## src/rtl/mig_pkg.sv

```systemverilog
// rtl/mig_pkg.sv - shared types, defaults and width helper for the sequential MIG evaluator
// Contents:
//   N_IN_DEF, N_NODES_DEF : default number of primary inputs and majority nodes
//   IDX_MAX_W             : storage width of a signal index inside a node config
//   state_t               : evaluator FSM states
//   sig_ref_t, node_cfg_t : one {inv,idx} operand, and the three operands of a node
//   sig_width()           : signal-index width for a given input/node count
package mig_pkg;

    localparam int N_IN_DEF    = 7;
    localparam int N_NODES_DEF = 8;
    localparam int IDX_MAX_W   = 8;

    typedef enum logic [1:0] {
        ST_IDLE = 2'd0,
        ST_EVAL = 2'd1,
        ST_OUT  = 2'd2
    } state_t;

    typedef struct packed {
        logic                 inv;
        logic [IDX_MAX_W-1:0] idx;
    } sig_ref_t;

    typedef struct packed {
        sig_ref_t a;
        sig_ref_t b;
        sig_ref_t c;
    } node_cfg_t;

    // Signal space is constant 0, then the primary inputs, then the nodes.
    function automatic int sig_width(input int n_in, input int n_nodes);
        return $clog2(1 + n_in + n_nodes);
    endfunction

endpackage

```

## src/rtl/mig_maj3.sv

```systemverilog
// rtl/mig_maj3.sv - combinational three-input majority with per-input inversion
// Ports:
//   a, b, c             : operand values
//   inv_a, inv_b, inv_c : invert the matching operand before voting
//   y                   : MAJ(a^inv_a, b^inv_b, c^inv_c)
module mig_maj3 (
    input  logic a,
    input  logic b,
    input  logic c,
    input  logic inv_a,
    input  logic inv_b,
    input  logic inv_c,
    output logic y
);

    logic aa;
    logic bb;
    logic cc;

    assign aa = a ^ inv_a;
    assign bb = b ^ inv_b;
    assign cc = c ^ inv_c;
    assign y  = (aa & bb) | (aa & cc) | (bb & cc);

endmodule

```

## src/rtl/mig_seq_eval.sv

```systemverilog
// rtl/mig_seq_eval.sv - sequential majority-inverter-graph evaluator, one node per cycle
// Ports:
//   clk, rst                  : clock, asynchronous active-high reset
//   cfg_we/cfg_addr/cfg_data  : node config write {inv_a,idx_a,inv_b,idx_b,inv_c,idx_c}, IDLE only
//   out_sel                   : {inv,idx} of the result signal, captured at job start
//   in_valid/in_ready/in_x    : single-vector request
//   sweep_start               : enumerate all 2^N_IN vectors
//   out_valid/out_ready/out_data/out_last : result stream
//   cfg_err                   : sticky, set when a config write arrives while busy
module mig_seq_eval
    import mig_pkg::*;
#(
    parameter int  N_IN    = N_IN_DEF,
    parameter int  N_NODES = N_NODES_DEF,
    localparam int SIG_W   = sig_width(N_IN, N_NODES),
    localparam int ADDR_W  = (N_NODES > 1) ? $clog2(N_NODES) : 1
) (
    input  logic                   clk,
    input  logic                   rst,
    input  logic                   cfg_we,
    input  logic [ADDR_W-1:0]      cfg_addr,
    input  logic [3*(SIG_W+1)-1:0] cfg_data,
    input  logic [SIG_W:0]         out_sel,
    input  logic                   in_valid,
    output logic                   in_ready,
    input  logic [N_IN-1:0]        in_x,
    input  logic                   sweep_start,
    output logic                   out_valid,
    input  logic                   out_ready,
    output logic                   out_data,
    output logic                   out_last,
    output logic                   cfg_err
);

    localparam int RW    = SIG_W + 1;
    localparam int N_SIG = 1 + N_IN + N_NODES;
    localparam int K_W   = ADDR_W;
    localparam logic [N_IN:0] LAST_VEC = {1'b0, {N_IN{1'b1}}};

    state_t           state_q, state_d;
    logic [K_W-1:0]   k_q, k_d;
    logic [N_IN:0]    vec_q, vec_d;
    logic             sweep_q, sweep_d;
    logic [SIG_W:0]   sel_q, sel_d;
    logic [N_NODES-1:0] node_q, node_d;
    logic             cfg_err_q, cfg_err_d;
    node_cfg_t        cfg_q [N_NODES];
    node_cfg_t        cfg_d [N_NODES];

    logic [N_SIG-1:0] sig_vec;
    node_cfg_t        cur_cfg;
    logic             op_a, op_b, op_c, maj_y;
    logic             sel_val;

    function automatic sig_ref_t to_ref(input logic [RW-1:0] r);
        sig_ref_t s;
        s.inv = r[RW-1];
        s.idx = IDX_MAX_W'(r[SIG_W-1:0]);
        return s;
    endfunction

    // Indices past the end of the signal space read as constant 0.
    function automatic logic pick(input logic [IDX_MAX_W-1:0] idx, input logic [N_SIG-1:0] v);
        logic r;
        r = 1'b0;
        for (int i = 0; i < N_SIG; i++) begin
            if (int'(idx) == i) begin
                r = v[i];
            end
        end
        return r;
    endfunction

    // Node registers are cleared at every job start, so a node at or past k
    // naturally reads 0 while it has not been evaluated yet.
    assign sig_vec = {node_q, vec_q[N_IN-1:0], 1'b0};
    assign cur_cfg = cfg_q[k_q];
    assign op_a    = pick(cur_cfg.a.idx, sig_vec);
    assign op_b    = pick(cur_cfg.b.idx, sig_vec);
    assign op_c    = pick(cur_cfg.c.idx, sig_vec);
    assign sel_val = pick(IDX_MAX_W'(sel_q[SIG_W-1:0]), sig_vec) ^ sel_q[SIG_W];

    mig_maj3 u_maj3 (
        .a     (op_a),
        .b     (op_b),
        .c     (op_c),
        .inv_a (cur_cfg.a.inv),
        .inv_b (cur_cfg.b.inv),
        .inv_c (cur_cfg.c.inv),
        .y     (maj_y)
    );

    always_comb begin
        state_d   = state_q;
        k_d       = k_q;
        vec_d     = vec_q;
        sweep_d   = sweep_q;
        sel_d     = sel_q;
        node_d    = node_q;
        cfg_err_d = cfg_err_q;
        cfg_d     = cfg_q;
        in_ready  = 1'b0;
        out_valid = 1'b0;
        out_data  = 1'b0;
        out_last  = 1'b0;

        case (state_q)
            ST_IDLE: begin
                in_ready = 1'b1;
                if (cfg_we && (int'(cfg_addr) < N_NODES)) begin
                    cfg_d[cfg_addr].a = to_ref(cfg_data[3*RW-1 -: RW]);
                    cfg_d[cfg_addr].b = to_ref(cfg_data[2*RW-1 -: RW]);
                    cfg_d[cfg_addr].c = to_ref(cfg_data[RW-1 -: RW]);
                end
                if (sweep_start) begin
                    sweep_d = 1'b1;
                    vec_d   = '0;
                    sel_d   = out_sel;
                    node_d  = '0;
                    k_d     = '0;
                    state_d = ST_EVAL;
                end else if (in_valid) begin
                    sweep_d = 1'b0;
                    vec_d   = {1'b0, in_x};
                    sel_d   = out_sel;
                    node_d  = '0;
                    k_d     = '0;
                    state_d = ST_EVAL;
                end
            end
            ST_EVAL: begin
                cfg_err_d = cfg_err_q | cfg_we;
                node_d[k_q] = maj_y;
                if (k_q == K_W'(N_NODES - 1)) begin
                    k_d     = '0;
                    state_d = ST_OUT;
                end else begin
                    k_d = k_q + K_W'(1);
                end
            end
            ST_OUT: begin
                cfg_err_d = cfg_err_q | cfg_we;
                out_valid = 1'b1;
                out_data  = sel_val;
                out_last  = !sweep_q || (vec_q == LAST_VEC);
                if (out_ready) begin
                    if (sweep_q && (vec_q != LAST_VEC)) begin
                        vec_d   = vec_q + (N_IN+1)'(1);
                        node_d  = '0;
                        k_d     = '0;
                        state_d = ST_EVAL;
                    end else begin
                        sweep_d = 1'b0;
                        state_d = ST_IDLE;
                    end
                end
            end
            default: begin
                state_d = ST_IDLE;
            end
        endcase
    end

    always_ff @(posedge clk or posedge rst) begin
        if (rst) begin
            state_q   <= ST_IDLE;
            k_q       <= '0;
            vec_q     <= '0;
            sweep_q   <= 1'b0;
            sel_q     <= '0;
            node_q    <= '0;
            cfg_err_q <= 1'b0;
            for (int i = 0; i < N_NODES; i++) begin
                cfg_q[i] <= '0;
            end
        end else begin
            state_q   <= state_d;
            k_q       <= k_d;
            vec_q     <= vec_d;
            sweep_q   <= sweep_d;
            sel_q     <= sel_d;
            node_q    <= node_d;
            cfg_err_q <= cfg_err_d;
            for (int i = 0; i < N_NODES; i++) begin
                cfg_q[i] <= cfg_d[i];
            end
        end
    end

    assign cfg_err = cfg_err_q;

endmodule

```

## config.mk

```make
export PLATFORM = sky130hd
export DESIGN_NAME = mig_seq_eval
export DESIGN_NICKNAME = d
export VERILOG_FILES = /design/src/rtl/mig_pkg.sv /design/src/rtl/mig_maj3.sv /design/src/rtl/mig_seq_eval.sv
export SDC_FILE = /design/constraint.sdc
export NUM_CORES = 1
export LEC_CHECK = 0
export CAP_MARGIN = 20
export CORE_MARGIN = 3
export CORE_UTILIZATION = 33
export CTS_BUF_LIST = sky130_fd_sc_hd__clkbuf_16
export DETAILED_ROUTE_END_ITERATION = 12
export DONT_BUFFER_PORTS = 1
export GPL_TIMING_DRIVEN = 0
export PLACE_DENSITY = 0.56
export SLEW_MARGIN = 5
export SYNTH_ARGS = -nofsm -noshare
export SYNTH_HDL_FRONTEND = slang
export SYNTH_SLANG_ARGS = --single-unit
```

## constraint.sdc

```tcl
create_clock -name clk -period 14.3 [get_ports clk]
set_input_delay 2.86 -clock clk [delete_from_list [all_inputs] [get_ports clk]]
set_output_delay 2.86 -clock clk [all_outputs]
set_load 0.01 [all_outputs]
```

==> impl_metrics.tcl <==
set metrics [dict create \
    design.portCount 41 \
    run_status "complete, no violations" \
    period_needed_ns 5.68 \
    cts_root_buf "sky130_fd_sc_hd__clkbuf_16" \
    worst_path_largest_cell_delay_ns 0.55 \
    area_delta_synth_final_pct 13.3 \
    grt_first_pass_wirelength_mm 32.3 \
    clk-insertion-delay-late_ns 0.43 \
    ys_seq_area_share_pct 48.1 \
    grt_antenna_before_repair 0 \
    tightestPinTransition_ns 0.932 \
    placed_cells_incl_taps 937 \
    cts.repair_timing.setup_buffer_count 0 \
    finalCritPeriodShare_pct 39.8 \
    power.density_nw_per_um2 253 \
    clock_tree.buffer_depth 2 \
    globalRouteTotalUtil_pct 16.3 \
    netlist-cell-type-count 67 \
    grt_start_max_net_pins 101 \
    finalSetupTns_ns 0 \
    asyncSetResetFlopFracSynth_pct 100 \
    fmax_mhz 176 \
    static_leak_nw 3.65 \
    synth_ff_type "sky130_fd_sc_hd__dfrtp_1" \
    arrival_ns 2.82 \
    grt_overflow_total 0 \
    regToRegStartpoint "k_q[0]$_DFFE_PP0P_" \
    cell_repeated_most_along_the_worst_path "sky130_fd_sc_hd__mux4_2" \
    postSynthCellCount 623 \
    cts_buffers 17 \
    number_of_iterations_in_the_first_detailed_routing_pass 5 \
    cell_area_after_placement_um2 8130 \
    std_cell_rows 55 \
    finalClockSkew_ns 0.00813 \
    detailedPlacementHpwl_mm 14.3 \
    cts.htree.levels 4 \
    synthesis.area_um2 7710 \
    synth_enable_flop_cells 0 \
    cell_chain_of_the_critical_path "clkbuf_1, mux4_2, mux4_2, nor2_1, a41oi_1, o21ai_0, xnor2_1, and2_1" \
    min_path_type "reg2reg" \
    critPathSlowestCell "sky130_fd_sc_hd__mux4_2" \
    final_weighted_congestion_in_routability_driven_placement 0.842 \
    antennaDiodeCount 0 \
    cp_max_fo 8 \
    max_cap_violations 0 \
    die_w_um 159 \
    synth.area.top_cells "sky130_fd_sc_hd__dfrtp_1 (48%), sky130_fd_sc_hd__mux2_2 (19%), sky130_fd_sc_hd__mux2i_1 (4.8%)" \
    synth_seq_cells 148 \
    core_region_area_um2 22800 \
    synth_area_per_inst_um2 12.4 \
    hold-worst-slack_ns 0.497 \
    cts.repair.resized 0 \
    report.final.hold_viol_count 0 \
    synth_largest_type_area_fraction_pct 48.1 \
    timing.critical_path.from_type "flip-flop" \
    vias_per_cell 5.43 \
    layout.cells.most_common "sky130_fd_sc_hd__dfrtp_1" \
    route.detailed.drc 0 \
    fillerInstances 2200 \
    cts_tree "yes" \
    post_synth_top_area_cell "sky130_fd_sc_hd__dfrtp_1" \
    end_kind "primary output" \
    io_buffer_count 0 \
    preCtsSetupSlack_ns 9.06 \
    clk_transition_reported_paths_ns 0.06 \
    clock-sinks 148 \
    route.vias.total 5262 \
    synthesis.nets 666 \
    report.final.slew_viol_count 0 \
    start_util_pct 33.8 \
    cp_data_required_time_ns 11.44 \
    path_delay_family "multiplexers" \
    most_used_cells_in_the_layout_excluding_fill_and_tap_cells "sky130_fd_sc_hd__dfrtp_1 (148), sky130_fd_sc_hd__mux2_2 (133), sky130_fd_sc_hd__mux2i_1 (37)" \
    wirelength_mm 20.4 \
    beginning_of_the_worst_hold_path "cfg_q[83]$_DFFE_PP0P_" \
    design.final.nets 686 \
    maxSlewHeadroom_pct 37.8 \
    postLayoutCellArea_um2 8730 \
    grt_setup_unrepaired "false" \
    instances_no_fill 969 \
    worst_slack_ns 8.62 \
    via_count_of_the_first_global_routing_pass 5567 \
    drive_above_1_share_pct 30.6 \
    setup_viol 0 \
    wl_per_cell_um 21.1 \
    post_cts_hold_buffer_count 0 \
    ys_warn_count 0 \
    criticalPathCategory "reg2out" \
    initialDrtViolationCount 383 \
    crit_buf_inv 1 \
    floorplan_die_height_um 159 \
    drt.antenna.violating_nets 0 \
    irDropWorstVdd_mv 0.107 \
    critical_path.startpoint "sel_q[1]$_DFFE_PP0P_" \
    die_area_um2 25200 \
]
## metrics by stage
step / power, W / util, %
3_3_place_gp: 0.00171 / 35.6
6_report: 0.00221 / 38.3
2_1_floorplan: 0.00150 / -
5_1_grt: 0.00234 / 38.3
3_5_place_dp: 0.00176 / 35.7
4_1_cts: 0.00222 / 38.3
## metal layers
metal | wire length, um | track usage (%) | vias up
met5 | 0 | 0 | -
met4 | 140 | 3.02 | 0
met3 | 986 | 4.20 | 12
met2 | 9840 | 27.0 | 128
met1 | 9450 | 21.7 | 2752
li1 | - | - | 2370
## layout make-up
class / instances / area, um2 / share of cell area [%]
inverter: 14 / 57.6 / 0.659
clock inverter: 15 / 174 / 1.99
buffer: 35 / 183 / 2.09
timing repair buffer: 1 / 27.5 / 0.315
tap: 313 / 392 / 4.49
multi-input combinational: 426 / 3770 / 43.2
sequential: 148 / 3700 / 42.4
clock buffer: 17 / 425 / 4.87
## synth_stat cells, types with 5 or more instances
library cell,n
sky130_fd_sc_hd__dfrtp_1,148
sky130_fd_sc_hd__mux2_2,133
sky130_fd_sc_hd__mux2i_1,37
sky130_fd_sc_hd__nor2_1,36
sky130_fd_sc_hd__nand2_1,35
sky130_fd_sc_hd__a21oi_1,21
sky130_fd_sc_hd__clkbuf_1,21
sky130_fd_sc_hd__o21ai_0,20
sky130_fd_sc_hd__a221oi_1,12
sky130_fd_sc_hd__inv_1,12
sky130_fd_sc_hd__mux4_2,9
sky130_fd_sc_hd__a31oi_1,8
sky130_fd_sc_hd__o22ai_1,8
sky130_fd_sc_hd__buf_2,7
sky130_fd_sc_hd__ha_1,7
sky130_fd_sc_hd__mux4_1,7
sky130_fd_sc_hd__nand3_1,7
sky130_fd_sc_hd__a22o_1,6
sky130_fd_sc_hd__and2_1,5
sky130_fd_sc_hd__nor3_1,5
## path summary, 6_finish.rpt
check                                         end  slack (ns)  depth (start not counted)
setup / recovery                         out_data        8.62                          8
hold / removal              cfg_q[83]$_DFFE_PP0P_        0.50                          1
setup reg to reg            node_q[1]$_DFFE_PP0P_       10.47                         12
hold reg to reg             cfg_q[83]$_DFFE_PP0P_        0.50                          1
max in group asynchronous  cfg_q[110]$_DFFE_PP0P_       11.13                          2
min in group asynchronous   cfg_q[93]$_DFFE_PP0P_        2.33                          1
## state kept, by name, indices dropped and copies added, names as in the netlist
register,flops
sweep_q,1
cfg_err,1
state_q,2
node_q,8
k_q,3
sel_q,5
vec_q,8
cfg_q,120
## kinds of logic after synthesis
group	Yosys count	synth area share, %
xor gates and xnor gates	5	0.568
adders and majority gates	8	1.32
and+or+nand+nor	111	6.66
buffers and inverters	49	3.05
AOI/OAI and AO/OA	112	10.2
DFF	148	48.1
muxes	190	30.1
## power breakdown
part / total [W] / switching (W) / internal [W]
Sequential: 0.000740 / 0.000125 / 0.000615
Combinational: 0.00102 / 0.000531 / 0.000487
Clock: 0.000455 / 0.000193 / 0.000262
Power figures use the tool's default switching activity.
